===== config.mk =====
export PLATFORM = sky130hd
export DESIGN_NAME = vid_rgb_to_axis
export DESIGN_NICKNAME = d
export VERILOG_FILES = /design/src/rtl/vid_pkg.sv /design/src/rtl/sync_fifo_fwft.sv /design/src/rtl/vid_rgb_to_axis.sv
export SDC_FILE = /design/constraint.sdc
export NUM_CORES = 1
export LEC_CHECK = 0
export CAP_MARGIN = 20
export CORE_ASPECT_RATIO = 1.75
export CORE_UTILIZATION = 50
export DETAILED_ROUTE_END_ITERATION = 10
export GPL_ROUTABILITY_DRIVEN = 0
export HOLD_SLACK_MARGIN = 0.05
export PLACE_DENSITY = 0.69
export SETUP_SLACK_MARGIN = 0.5
export SYNTH_ARGS = -nofsm -noshare
export SYNTH_HDL_FRONTEND = slang
export SYNTH_SLANG_ARGS = --single-unit

===== constraint.sdc =====
create_clock -name clk_i -period 4.92 [get_ports clk_i]
set_input_delay 0.492 -clock clk_i [delete_from_list [all_inputs] [get_ports clk_i]]
set_output_delay 0.492 -clock clk_i [all_outputs]
set_load 0.02 [all_outputs]

===== src/rtl/vid_pkg.sv =====
// Shared definitions for the video-to-AXI4-Stream bridge: pixel width,
// FIFO entry field positions and the vsync leading-edge helper.
package vid_pkg;

  localparam int PIX_W   = 24;
  localparam int EOL_BIT = PIX_W;
  localparam int SOF_BIT = PIX_W + 1;

  // Field positions for an arbitrary pixel width: entry = {sof, eol, data}.
  function automatic int eol_pos(input int data_w);
    return data_w;
  endfunction

  function automatic int sof_pos(input int data_w);
    return data_w + 1;
  endfunction

  // True on the cycle vs enters its active level.
  function automatic logic vs_lead(input logic vs_prev, input logic vs_cur, input logic pol);
    return (vs_cur == pol) && (vs_prev != pol);
  endfunction

endpackage


===== src/rtl/sync_fifo_fwft.sv =====
// Single-clock first-word-fall-through FIFO; a write is accepted while full
// if a read happens in the same cycle.
module sync_fifo_fwft #(
  parameter int WIDTH = 26,
  parameter int DEPTH = 16
) (
  input  logic             clk_i,
  input  logic             rst_i,
  input  logic             wr_en,
  input  logic [WIDTH-1:0] wr_data,
  output logic             full,
  input  logic             rd_en,
  output logic [WIDTH-1:0] rd_data,
  output logic             empty
);

  localparam int AW = $clog2(DEPTH);

  // Pointers carry one extra wrap bit to tell full from empty.
  logic [AW:0]      wr_ptr_q, wr_ptr_d;
  logic [AW:0]      rd_ptr_q, rd_ptr_d;
  logic [WIDTH-1:0] mem_q [DEPTH];
  logic             do_wr, do_rd;

  always_comb begin
    empty    = (wr_ptr_q == rd_ptr_q);
    full     = (wr_ptr_q[AW] != rd_ptr_q[AW]) && (wr_ptr_q[AW-1:0] == rd_ptr_q[AW-1:0]);
    do_rd    = rd_en && !empty;
    do_wr    = wr_en && (!full || do_rd);
    wr_ptr_d = wr_ptr_q + {{AW{1'b0}}, do_wr};
    rd_ptr_d = rd_ptr_q + {{AW{1'b0}}, do_rd};
    rd_data  = mem_q[rd_ptr_q[AW-1:0]];
  end

  // NOTE: sequential state uses non-blocking assignments so every flop samples pre-edge values.
  always_ff @(posedge clk_i or posedge rst_i) begin
    if (rst_i) begin
      wr_ptr_q <= '0;
      rd_ptr_q <= '0;
    end else begin
      wr_ptr_q <= wr_ptr_d;
      rd_ptr_q <= rd_ptr_d;
    end
  end

  // NOTE: storage is not reset; the pointers alone define which entries are valid.
  always_ff @(posedge clk_i) begin
    if (do_wr) mem_q[wr_ptr_q[AW-1:0]] <= wr_data;
  end

endmodule


===== src/rtl/vid_rgb_to_axis.sv =====
// Parallel video (vs/hs/de/rgb) to AXI4-Stream bridge with one-pixel lookahead
// for tlast, SOF marking, FIFO buffering and per-frame overflow drop.
module vid_rgb_to_axis
  import vid_pkg::*;
#(
  parameter int   DATA_W     = PIX_W,
  parameter int   FIFO_DEPTH = 16,
  parameter logic VS_POL     = 1'b1
) (
  input  logic              clk_i,
  input  logic              rst_i,
  input  logic              vs_i,
  input  logic              hs_i,
  input  logic              de_i,
  input  logic [DATA_W-1:0] rgb_i,
  output logic [DATA_W-1:0] m_axis_tdata,
  output logic              m_axis_tvalid,
  input  logic              m_axis_tready,
  output logic              m_axis_tuser,
  output logic              m_axis_tlast,
  output logic              ovf_o,
  output logic [15:0]       frame_cnt_o
);

  localparam int EW    = DATA_W + 2;
  localparam int SOF_B = sof_pos(DATA_W);
  localparam int EOL_B = eol_pos(DATA_W);

  logic              vs_prev_q, vs_prev_d;
  logic              held_q, held_d;
  logic              hold_sof_q, hold_sof_d;
  logic [DATA_W-1:0] hold_data_q, hold_data_d;
  logic              sof_pending_q, sof_pending_d;
  logic              drop_q, drop_d;
  logic              ovf_q, ovf_d;
  logic [15:0]       frame_cnt_q, frame_cnt_d;

  logic              fifo_wr_en, fifo_full, fifo_empty, fifo_pop;
  logic [EW-1:0]     fifo_wr_data, fifo_rd_data;
  logic              vs_edge, lose, load;
  logic              hs_unused;

  // Line boundaries come from de_i; hs_i carries no information we need.
  assign hs_unused = hs_i;

  assign vs_edge  = vs_lead(vs_prev_q, vs_i, VS_POL);
  assign fifo_pop = !fifo_empty && m_axis_tready;

  // NOTE: every comb output gets a default first so no path can infer a latch.
  always_comb begin
    vs_prev_d     = vs_i;
    held_d        = held_q;
    hold_sof_d    = hold_sof_q;
    hold_data_d   = hold_data_q;
    sof_pending_d = sof_pending_q;
    drop_d        = drop_q;
    ovf_d         = 1'b0;
    frame_cnt_d   = frame_cnt_q;
    fifo_wr_en    = 1'b0;
    fifo_wr_data  = {hold_sof_q, ~de_i, hold_data_q};
    lose          = 1'b0;
    load          = 1'b0;

    if (vs_edge) begin
      // New frame: forget any held pixel and any drop in progress.
      sof_pending_d = 1'b1;
      drop_d        = 1'b0;
      held_d        = 1'b0;
      load          = de_i;
    end else if (!drop_q) begin
      if (held_q) begin
        if (fifo_full && !fifo_pop) begin
          lose   = 1'b1;
          drop_d = 1'b1;
          ovf_d  = 1'b1;
          held_d = 1'b0;
        end else begin
          fifo_wr_en = 1'b1;
          held_d     = 1'b0;
          if (hold_sof_q) frame_cnt_d = frame_cnt_q + 16'd1;
        end
      end
      load = de_i && !lose;
    end

    if (load) begin
      held_d        = 1'b1;
      hold_sof_d    = vs_edge | sof_pending_q;
      hold_data_d   = rgb_i;
      sof_pending_d = 1'b0;
    end
  end

  always_ff @(posedge clk_i or posedge rst_i) begin
    if (rst_i) begin
      vs_prev_q     <= ~VS_POL;
      held_q        <= 1'b0;
      hold_sof_q    <= 1'b0;
      hold_data_q   <= '0;
      sof_pending_q <= 1'b0;
      drop_q        <= 1'b0;
      ovf_q         <= 1'b0;
      frame_cnt_q   <= '0;
    end else begin
      vs_prev_q     <= vs_prev_d;
      held_q        <= held_d;
      hold_sof_q    <= hold_sof_d;
      hold_data_q   <= hold_data_d;
      sof_pending_q <= sof_pending_d;
      drop_q        <= drop_d;
      ovf_q         <= ovf_d;
      frame_cnt_q   <= frame_cnt_d;
    end
  end

  sync_fifo_fwft #(
    .WIDTH (EW),
    .DEPTH (FIFO_DEPTH)
  ) u_fifo (
    .clk_i   (clk_i),
    .rst_i   (rst_i),
    .wr_en   (fifo_wr_en),
    .wr_data (fifo_wr_data),
    .full    (fifo_full),
    .rd_en   (fifo_pop),
    .rd_data (fifo_rd_data),
    .empty   (fifo_empty)
  );

  // Gate the head entry so an empty FIFO presents all-zero AXIS outputs.
  assign m_axis_tvalid = !fifo_empty;
  assign m_axis_tdata  = fifo_empty ? '0 : fifo_rd_data[DATA_W-1:0];
  assign m_axis_tuser  = !fifo_empty && fifo_rd_data[SOF_B];
  assign m_axis_tlast  = !fifo_empty && fifo_rd_data[EOL_B];
  assign ovf_o         = ovf_q;
  assign frame_cnt_o   = frame_cnt_q;

endmodule

# Word-level counts from Yosys, hierarchy flattened
# Memories as Yosys holds them, arrays and structs flattened.
# Index checks and enable logic that the tools add are counted.
# totals
regBits	56
mem_bits_rw	416
inputBits	30
out_inout_bits	44
elab_cells	62
memories	1
# memory_table
memory	depth	word_bits	rd	rd_clocked_by_memory_dff	wr	line_no	source
u_fifo.mem_q	16	26	1	0	1	sync_fifo_fwft.sv:22	logic [WIDTH-1:0] mem_q [DEPTH];
# classes
add_sub_neg	3
n_eq_ne	4
n_mux	22
n_bitwise	6
reduce_logical	16
# op_table
operator	n
$mux W24	1
$mux W1	21
$add A16 B1 Y16 const B	1
$add A5 B1 Y5	2
$logic_and A1 B1 Y1	9
$eq A5 B5 Y1	1
$not A1 Y1	5
$reduce_and A5 Y1	1
$eq A4 B4 Y1	1
$logic_not A1 Y1	4
$ne A3 B1 Y1 const B	1
$reduce_bool A2 Y1	1
$logic_or A1 B1 Y1	1
$ne A1 B1 Y1	1
$or A1 B1 Y1	1

# Depth between registers and ports, before layout
# Gate-level depths: netlist of the first run.
# logic_depth
depth_word	14
ltp_mapped	10
depth_no_buf	8

# Cells and area by module
# A second synthesis of the first run with hierarchy kept.
# hier_totals
hier_cells	940
area_unflattened_um2	18745.5
# modules_own_cells
module	n_inst	cells_each	area_each_um2	seq_area_each_um2
sync_fifo_fwft	1	762	16499.6	12742.2
vid_rgb_to_axis	1	178	2245.9	1151.1

# Worst setup path after synthesis of the first run
# Ideal clock, no wire load.
# synth_path
path_type	in2reg
from	input vs_i
to	memory u_fifo.mem_q[0][0], enable pin
setup_ns	0.474
t_arrival_ns	3.645
t_required_ns	4.446
path_slack_ns	0.800
cell_stages	5
path_buffers	1
path_cell_list	nand2b_1 -> and2_1 -> clkbuf_1 -> o31ai_2 -> nor4_1
# synth_via
elab_chain_len	5
# synth_rtl
item	line_no	source
start, declared	vid_rgb_to_axis.sv:12	input logic vs_i,
$logic_and A1 B1 Y1	vid_pkg.sv:20	return (vs_cur == pol) && (vs_prev != pol);
$mux W1	vid_rgb_to_axis.sv:64	if (vs_edge) begin
$logic_and A1 B1 Y1	sync_fifo_fwft.sv:29	do_wr = wr_en && (!full || do_rd);
$mux W1	sync_fifo_fwft.sv:48	if (do_wr) mem_q[wr_ptr_q[AW-1:0]] <= wr_data;
$mux W1 (not written as such)	sync_fifo_fwft.sv:48	
end, declared	sync_fifo_fwft.sv:22	
# Every way passes these cells.

# Worst setup path after layout of the first run
# layout_path
from	register u_fifo.rd_ptr_q[0]
to	output m_axis_tdata[13]
# layout_via
elab_chain_len	2
word_cells_on_any_way	3
classes_between	1 x eq/ne; 1 x mux; 1 x memory
# layout_rtl
item	line_no	source
start, declared	sync_fifo_fwft.sv:21	logic [AW:0] rd_ptr_q, rd_ptr_d;
start signal, assigned	sync_fifo_fwft.sv:42	rd_ptr_q <= rd_ptr_d;
$mem_v2 Z16 W26 or $eq A5 B5 Y1 (tied branches)	--	
$mux W24 *	vid_rgb_to_axis.sv:132	assign m_axis_tdata = fifo_empty ? '0 : fifo_rd_data[DATA_W-1:0];
end, declared	vid_rgb_to_axis.sv:16	output logic [DATA_W-1:0] m_axis_tdata,
# Mark *: on every way between the ends. The rest lies on a longest branch, timed or not.

==> results of run 1 <==
how the worst max path moves through the flow:
stage | start | to | slack, ns | depth (start not counted)
after floorplan | vs_i | u_fifo.mem_q[0][0] | 0.80 | 5
after global placement | vs_i | u_fifo.mem_q[3][5] | 1.54 | 7
after detailed placement | vs_i | u_fifo.mem_q[3][0] | 1.50 | 7
after CTS | u_fifo.rd_ptr_q[0] | m_axis_tdata[12] | 1.01 | 5
after global routing | u_fifo.rd_ptr_q[0] | m_axis_tdata[13] | 0.89 | 5
final | u_fifo.rd_ptr_q[0] | m_axis_tdata[13] | 1.13 | 5
report_power, final:
group / switching [mW] / internal (mW)
Combinational: 1.95 / 1.82
Sequential: 0.502 / 4.97
Clock: 1.34 / 1.66
metrics by stage:
| step | instances | instance area (sq um) | utilization |
|---|---|---|---|
| after global routing | 1450 | 20900 | 0.582 |
| final | 1450 | 20900 | 0.582 |
| after detailed placement | 1379 | 19700 | 0.548 |
| after CTS | 1449 | 20900 | 0.582 |
| after global placement | 1378 | 19600 | 0.547 |
| after floorplan | 851 | 18200 | - |
synth_stat cells (3+ instances only):
library cell	instances
buf_6	4
nand4_1	3
nor3_1	15
buf_2	19
nand2_1	13
inv_1	3
nand3_1	6
ha_1	5
a22oi_1	52
nand2b_1	3
nor2b_1	5
a21oi_1	29
buf_1	3
mux4_2	104
nor4_1	10
clkbuf_1	24
mux2_2	9
nor2_1	13
xnor2_2	4
xnor2_1	5
dfrtp_1	56
and2_1	3
xor2_1	17
mux2_4	16
nor4b_1	3
edfxtp_1	416
metal layers:
metal / part of all wire / global-route usage / wire length (microns)
met1: 0.37 / 0.251 / 13900
met2: 0.54 / 0.373 / 20100
met3: 0.048 / 0.0277 / 1780
met4: 0.035 / 0.0854 / 1290
met5: 0.00022 / 0 / 8
layout make-up:
type                            count  share of cell area
Clock inverter                     13             0.00437
Tap cell                          470              0.0281
Inverter                            3            0.000539
Multi-Input combinational cell    325               0.197
Timing Repair Buffer              110              0.0511
Sequential cell                   472               0.665
Clock buffer                       57              0.0544
kinds of logic (layout without fill, tap and decap cells):
| kind of cell | Yosys count | count (layout) | share of synthesized area |
|---|---|---|---|
| AO/OA/AOI/OAI | 84 | 84 | 0.0312 |
| XOR/XNOR | 26 | 26 | 0.0142 |
| adder cells (fa/ha/maj) | 5 | 5 | 0.00344 |
| buffers and inverters | 54 | 183 | 0.0150 |
| flip-flops | 472 | 472 | 0.765 |
| multiplexers | 129 | 129 | 0.148 |
| AND/OR/NAND/NOR | 81 | 81 | 0.0239 |
registers in the layout (all words and copies together), names as in the netlist:
| name | count |
|---|---|
| sof_pending_q | 1 |
| ovf_o | 1 |
| hold_data_q | 24 |
| held_q | 1 |
| vs_prev_q | 1 |
| frame_cnt_o | 16 |
| u_fifo.wr_ptr_q | 5 |
| u_fifo.rd_ptr_q | 5 |
| hold_sof_q | 1 |
| drop_q | 1 |
| u_fifo.mem_q | 416 |
layout by cell type (no fill, tap or decap), types with 6 or more instances in the layout:
master / synthesis / routed
nor2_1: 13 / 12
nor4_1: 10 / 6
dfrtp_1: 56 / 54
edfxtp_1: 416 / 416
a21oi_1: 29 / 29
xor2_1: 17 / 17
nor3_2: 0 / 12
a22oi_1: 52 / 52
buf_4: 0 / 33
nand2_1: 13 / 13
nand3_1: 6 / 6
mux2_4: 16 / 16
mux4_2: 104 / 104
clkbuf_16: 0 / 41
clkdlybuf4s50_1: 0 / 72
clkbuf_1: 24 / 11
mux2_2: 9 / 9
clkinv_2: 0 / 6
worst max-delay path: cells and delay by family, from the launching register on:
family          cells  cell delay, ns
mux                 1            0.56
compound gates      2            0.38
buf+inv             2            0.98
flops               1            0.79
==> results.cfg, run 1 <==
[routing]
drt-total-wl_mm = 37.1
viasPerCell = 5.96
drtAntennaViolNets = 0
wl_per_cell_microns = 25.6
vias = 8648
drc = 1
drtPass1Iterations = 7
drt_iter0_drc = 614

[global_route]
grt_pass1_vias = 9074
grt_usage = 0.207
grt_pass1_wl_mm = 55.6
grt_max_degree = 46
antenna_found_initial = 1
grt_overflow = 0

[power]
power.total_mw = 12.2
power_density_nw_per_um2 = 585
leakage_nw = 6.87
ir_drop_mv = 0.454

[clock_tree]
cts_tree = yes
path_clk_slew_ns = 0.06
cts_repair_resize_count = 0
cts_hold_buf = 0
cts_root_buf = clkbuf_16
cts_max_level = 2
cts_buffer_depth = 3
clk_latency_ns = 0.54
cts_setup_buffers = 0
clkSinkCount = 472
cts_buffers = 40

[sta]
slew_headroom = 0.287
period_needed_ns = 3.79
setup_viol = 0
fin_skew_ns = 0.0115
min_period_over_period = 0.769
slew_violations = 0
worst_slew_pin_slew_ns = 1.07
fmax_ghz = 0.264
fin_hold_ws_ns = 0.339
hold_viol = 0
setup_slack_ns = 1.13
setup_tns_ns = 0
rsz0062_at_grt = no

[setup_path]
worstPathCellList = buf_12 -> mux4_2 -> a22oi_1 -> a21oi_1 -> clkdlybuf4s50_1
rr_endpoint = u_fifo.mem_q[3][0]
reg2reg_from = u_fifo.rd_ptr_q[1]
crit_path_start_kind = flip-flop
r2r_slack_ns = 1.88
cp.arrival_ns = 3.29
slowest_stage = dfrtp_4
worst-setup-path-type = reg2out
endpoint_kind = primary output
cp.required_ns = 4.43
r2r_cells = 6
crit_fanout = 45
cp_slowest_stage_delay_ns = 0.79

[run_status]
status = finished with violations
failed_checks = design-rule violations

[die]
die_area_sq_um = 37100
die_y_microns = 254
core_area_sq_um = 35900
die_x_microns = 146
io_pins = 74
placementRows = 92
initial_core_util = 0.506

[synthesis]
ys_seq_area_frac = 0.765
yosysUniqueCellTypes = 37
syn_avg_cell_area_sq_um = 21.4
synth_top_area_share = 0.687
synth-seq-cells = 472
synth-edff-count = 416
ys_async_sr_fraction = 0.119
ys_dominant_reg_cell = edfxtp_1
syn-num-nets = 886
synthTopCellsByArea = edfxtp_1 (69%), mux4_2 (13%), dfrtp_1 (7.7%)
yosysWarnings = 0
synth.largest_area_cell = edfxtp_1
synthCells = 851
synth_area_sq_um = 18200

[final_layout]
fin_nets = 987
multiInputGateArea_sq_um = 4110
antenna_cells = 0
final-seq-area_sq_um = 13900
fillers = 2633
drive_gt1_frac = 0.256
area.growth.synth_to_final_pct = 15.0

[run]
maxCapViolations = 0

[placement]
pre_cts_ws_ns = 1.50
hpwl_mm = 20.6
portBuffers = 72

[hold_path]
hold_path.class = in2async
No activity file was read; power rests on OpenSTA's default activity.
==> run 2: changes to the inputs <==
- PLACE_DENSITY: 0.69 -> 0.71
- clock period: 4.92 -> 3.3 ns (I/O delays scaled with it)
==> results.cfg, run 2 (synthesis gave the netlist of run 1 again) <==
[run_status]
status = completed

[setup_path]
endpoint_kind = primary output
cp.required_ns = 2.97
reg2reg_from = u_fifo.rd_ptr_q[0]
r2r_slack_ns = 0.77
r2r_cells = 9
startpoint = u_fifo.rd_ptr_q[0]
crit_fanout = 6
slowest_stage = dfrtp_4
worstPathCellList = buf_6 -> buf_12 -> buf_12 -> buf_8 -> buf_6 -> mux4_2 -> a22oi_2 -> a21oi_2 -> buf_4
cp_slowest_stage_delay_ns = 0.51
worst-setup-path-type = reg2out
rr_endpoint = u_fifo.mem_q[6][25]
crit_path_start_kind = flip-flop
cp.arrival_ns = 2.55

[routing]
drt-total-wl_mm = 40.4
drc = 0
viasPerCell = 5.97
vias = 9103
drtAntennaViolNets = 0
drtPass1Iterations = 5
drt_iter0_drc = 744
wl_per_cell_microns = 26.5

[power]
p_sw_frac = 0.314
pwr-share-seq = 0.396
ir_drop_mv = 0.932
power_density_nw_per_um2 = 908
power.internal_mw = 13.8
combPwrFrac = 0.361
clkPwrFrac = 0.243
leakage_nw = 7.48
p_switching_mw = 6.31

[final_layout]
final_common_cell = edfxtp_1
area.growth.synth_to_final_pct = 21.8
layout_common_cells = edfxtp_1 (416), mux4_2 (104), buf_4 (80)
drive_gt1_frac = 0.376
final_util = 0.616
fillers = 2513
antenna_cells = 0
stdcell_area_sq_um = 22100
fin_nets = 1058
largest_reg_flops = 416

[clock_tree]
cts_root_buf = clkbuf_16
cts_buffers = 41
clkSinkCount = 472
path_clk_slew_ns = 0.06
clk_latency_ns = 0.55
cts_max_level = 2
cts_tree = yes
cts_buffer_depth = 3

[sta]
slew_headroom = 0.645
fmax_ghz = 0.347
setup_viol = 0
hold_viol = 0
slew_violations = 0
setup_tns_ns = 0
fin_skew_ns = 0.0287
rsz0062_at_grt = yes
period_needed_ns = 2.88
worst_slew_pin_slew_ns = 0.533
min_period_over_period = 0.872

[die]
placementRows = 92
core_area_sq_um = 35900
io_pins = 74
initial_core_util = 0.506
die_x_microns = 146
die_y_microns = 254
die_area_sq_um = 37100

[run]
maxCapViolations = 0

[global_route]
grt_pass1_vias = 9559
grt_usage = 0.222
grt_overflow = 0
grt_max_degree = 27
antenna_found_initial = 0
grt_pass1_wl_mm = 59.4

[hold_path]
hold_path.class = in2async

[placement]
hpwl_mm = 21.6
dpl-instance-area_sq_um = 19900
portBuffers = 72
run 2: cell types whose count changed in the layout (fill, tap and decap cells not counted), moves of 13 or more:
cell	change
a22oi_1	-34
a22oi_2	+34
buf_12	+13
clkdlybuf4s50_1	-27
buf_2	+15
buf_4	+47
run 2: repair_timing:
action                     4_1_cts  5_1_grt
cloned                           8        2
hold buffers                     0        0
buffers inserted                26       16
pin swaps                        8       13
setup endpoints to repair       27       59
resized for setup              150       31
run 2: area by class of cell:
cell class | instances | area, sq um | area share
Inverter | 3 | 11.3 | 0.000509
Timing Repair Buffer | 180 | 1910 | 0.0863
Tap cell | 470 | 588 | 0.0266
Multi-Input combinational cell | 325 | 4360 | 0.197
Clock inverter | 19 | 223 | 0.0101
Clock buffer | 57 | 1150 | 0.0519
Sequential cell | 472 | 13900 | 0.628
run 2: stage by stage:
stage	hold slack, ns	setup WS (ns)	total power [mW]	cells
after global routing	0.195	0.348	20.9	1526
after CTS	0.138	0.354	19.9	1508
after floorplan	0.361	-0.152	11.7	851
final	0.143	0.422	20.1	1526
after detailed placement	0.457	0.518	14.2	1398
after global placement	0.466	0.491	14.1	1398
run 2: power by group through the flow:
stage	combinational (mW)	sequential [mW]	clock (mW)
after floorplan	3.85	7.87	0
after global placement	6.04	8.05	0
after detailed placement	6.07	8.11	0
after CTS	7.00	7.95	4.98
after global routing	7.63	8.03	5.20
final	7.25	7.96	4.89
run 2: worst max-delay path by stage:
stage | endpoint | slack, ns | cells after the start
detailed placement | m_axis_tlast | 0.52 | 5
CTS | m_axis_tdata[21] | 0.35 | 6
finish | m_axis_tdata[18] | 0.42 | 9
global placement | m_axis_tlast | 0.49 | 5
global route | m_axis_tdata[18] | 0.35 | 9
floorplan | u_fifo.mem_q[2][0] | -0.15 | 6
run 2: worst max-delay path, delay by kind of cell, from the launching register on:
family / cells / cell delay [ns]
AO/OA/AOI/OAI: 2 / 0.25
buffers and inverters: 6 / 0.80
flip-flops: 1 / 0.51
multiplexers: 1 / 0.43
run 2: layer usage:
layer | routed length, microns | track usage | up-vias
met1 | 14600 | 0.265 | 4827
met5 | 0 | 0 | -
met3 | 2270 | 0.0288 | 74
met4 | 1150 | 0.0964 | 0
met2 | 22400 | 0.406 | 333
li1 | - | - | 3869
==> run 3: changes to the inputs <==
--- a/config.mk
+++ b/config.mk
@@ -14,4 +14,5 @@
 export PLACE_DENSITY = 0.71
 export SETUP_SLACK_MARGIN = 0.5
+export SKIP_CTS_REPAIR_TIMING = 1
 export SYNTH_ARGS = -nofsm -noshare
 export SYNTH_HDL_FRONTEND = slang
==> constraint.sdc (replaced) <==
create_clock -name clk_i -period 3.3 [get_ports clk_i]
set_input_delay 0.66 -clock clk_i [delete_from_list [all_inputs] [get_ports clk_i]]
set_output_delay 0.66 -clock clk_i [all_outputs]
set_load 0.02 [all_outputs]
==> results.cfg, run 3 (synthesis gave the netlist of run 1 again) <==
[routing]
viasPerCell = 6.05
drt_iter0_drc = 707
wl_per_cell_microns = 27.1
drc = 0
vias = 9012
drt-total-wl_mm = 40.4
drtPass1Iterations = 5
drtAntennaViolNets = 0

[setup_path]
crit_fanout = 7
cp.required_ns = 2.64
crit_path_start_kind = flip-flop
r2r_cells = 8
endpoint_kind = primary output
reg2reg_from = u_fifo.rd_ptr_q[0]
cp.arrival_ns = 2.51
startpoint = u_fifo.rd_ptr_q[0]
worst-setup-path-type = reg2out

[clock_tree]
cts_max_level = 2
cts_buffer_depth = 3
cts_tree = yes
cts_root_buf = clkbuf_16
cts_buffers = 41
path_clk_slew_ns = 0.06
clk_latency_ns = 0.55
clkSinkCount = 472

[hold_path]
hold_path.class = reg2reg
holdPathStages = 1
min_from = frame_cnt_o[15]

[placement]
portBuffers = 72
pre_cts_ws_ns = 0.224
hpwl_mm = 20.8
placed_cells = 1390

[sta]
rsz0062_at_grt = yes
fin_hold_ws_ns = 0.492
setup_viol = 0
hold_viol = 0
worst_slew_pin_slew_ns = 0.820
fin_skew_ns = 0.0123
fmax_ghz = 0.315
slew_violations = 0
period_needed_ns = 3.17
setup_slack_ns = 0.126
slew_headroom = 0.453
min_period_over_period = 0.962

[die]
die_area_sq_um = 37100
initial_core_util = 0.506
die_y_microns = 254
io_pins = 74
die_x_microns = 146
core_area_sq_um = 35900
placementRows = 92

[final_layout]
fin_cells = 1489
final_util = 0.611
layout_common_cells = edfxtp_1 (416), mux4_2 (104), dfrtp_1 (52)
antenna_cells = 0
largest_reg_flops = 416
drive_gt1_frac = 0.350
area.growth.synth_to_final_pct = 20.7
fin_nets = 1022
final_common_cell = edfxtp_1

[power]
power.internal_mw = 13.3
combPwrFrac = 0.352
p_switching_mw = 6.30
clkPwrFrac = 0.242
pwr-share-seq = 0.406
power_density_nw_per_um2 = 895
p_sw_frac = 0.321
ir_drop_mv = 0.500
leakage_nw = 7.34

[run]
maxCapViolations = 0

[run_status]
status = completed

[global_route]
grt_overflow = 0
grt_usage = 0.215
grt_pass1_wl_mm = 57.9
grt_pass1_vias = 9354
antenna_found_initial = 0
grt_max_degree = 61
==> run 3: metal layers <==
metal | track usage | up-vias | routed length, microns
met5 | 0 | - | 0
met4 | 0.0795 | 0 | 1160
li1 | - | 3797 | -
met3 | 0.0306 | 80 | 1980
met1 | 0.256 | 4815 | 15100
met2 | 0.398 | 320 | 22100
==> run 3: final timing paths <==
check	slack, ns	to
setup / recovery	0.13	m_axis_tdata[20]
hold / removal	0.49	frame_cnt_o[15]
setup reg to reg	0.58	u_fifo.mem_q[14][12]
hold reg to reg	0.49	frame_cnt_o[15]
max in group asynchronous	2.16	u_fifo.rd_ptr_q[0]
min in group asynchronous	0.50	hold_data_q[8]
==> run 3: power by group through the flow <==
stage	registers (mW)	logic, mW	clock network (mW)
2_1_floorplan	7.86	3.93	0
3_3_place_gp	8.03	6.20	0
3_5_place_dp	8.09	6.27	0
4_1_cts	7.97	6.30	4.81
5_1_grt	8.05	7.26	5.03
6_report	7.97	6.91	4.75
==> run 3: area by class of cell <==
class	count	area [sq um]
tap	470	588
clock inverter	21	186
clock buffer	54	1140
inverter	3	11.3
timing repair buffer	144	1710
fill	2464	14000
multi-input combinational	325	4410
sequential	472	13900
==> run 3: critical path: stages (launching register included) <==
cell       delay, ns
dfrtp_4         0.51
buf_6           0.15
buf_12          0.11
clkbuf_16       0.17
mux4_2          0.49
a22oi_1         0.20
a21oi_1         0.15
buf_2           0.18
==> run 3: stage by stage <==
| step | TNS (ns) | power [mW] | area (sq um) |
|---|---|---|---|
| after global placement | 0 | 14.2 | 20100 |
| after CTS | -5.60 | 19.1 | 21400 |
| after detailed placement | 0 | 14.4 | 20100 |
| final | 0 | 19.6 | 21900 |
| after global routing | 0 | 20.3 | 21900 |
| after floorplan | -21.66 | 11.8 | 18300 |
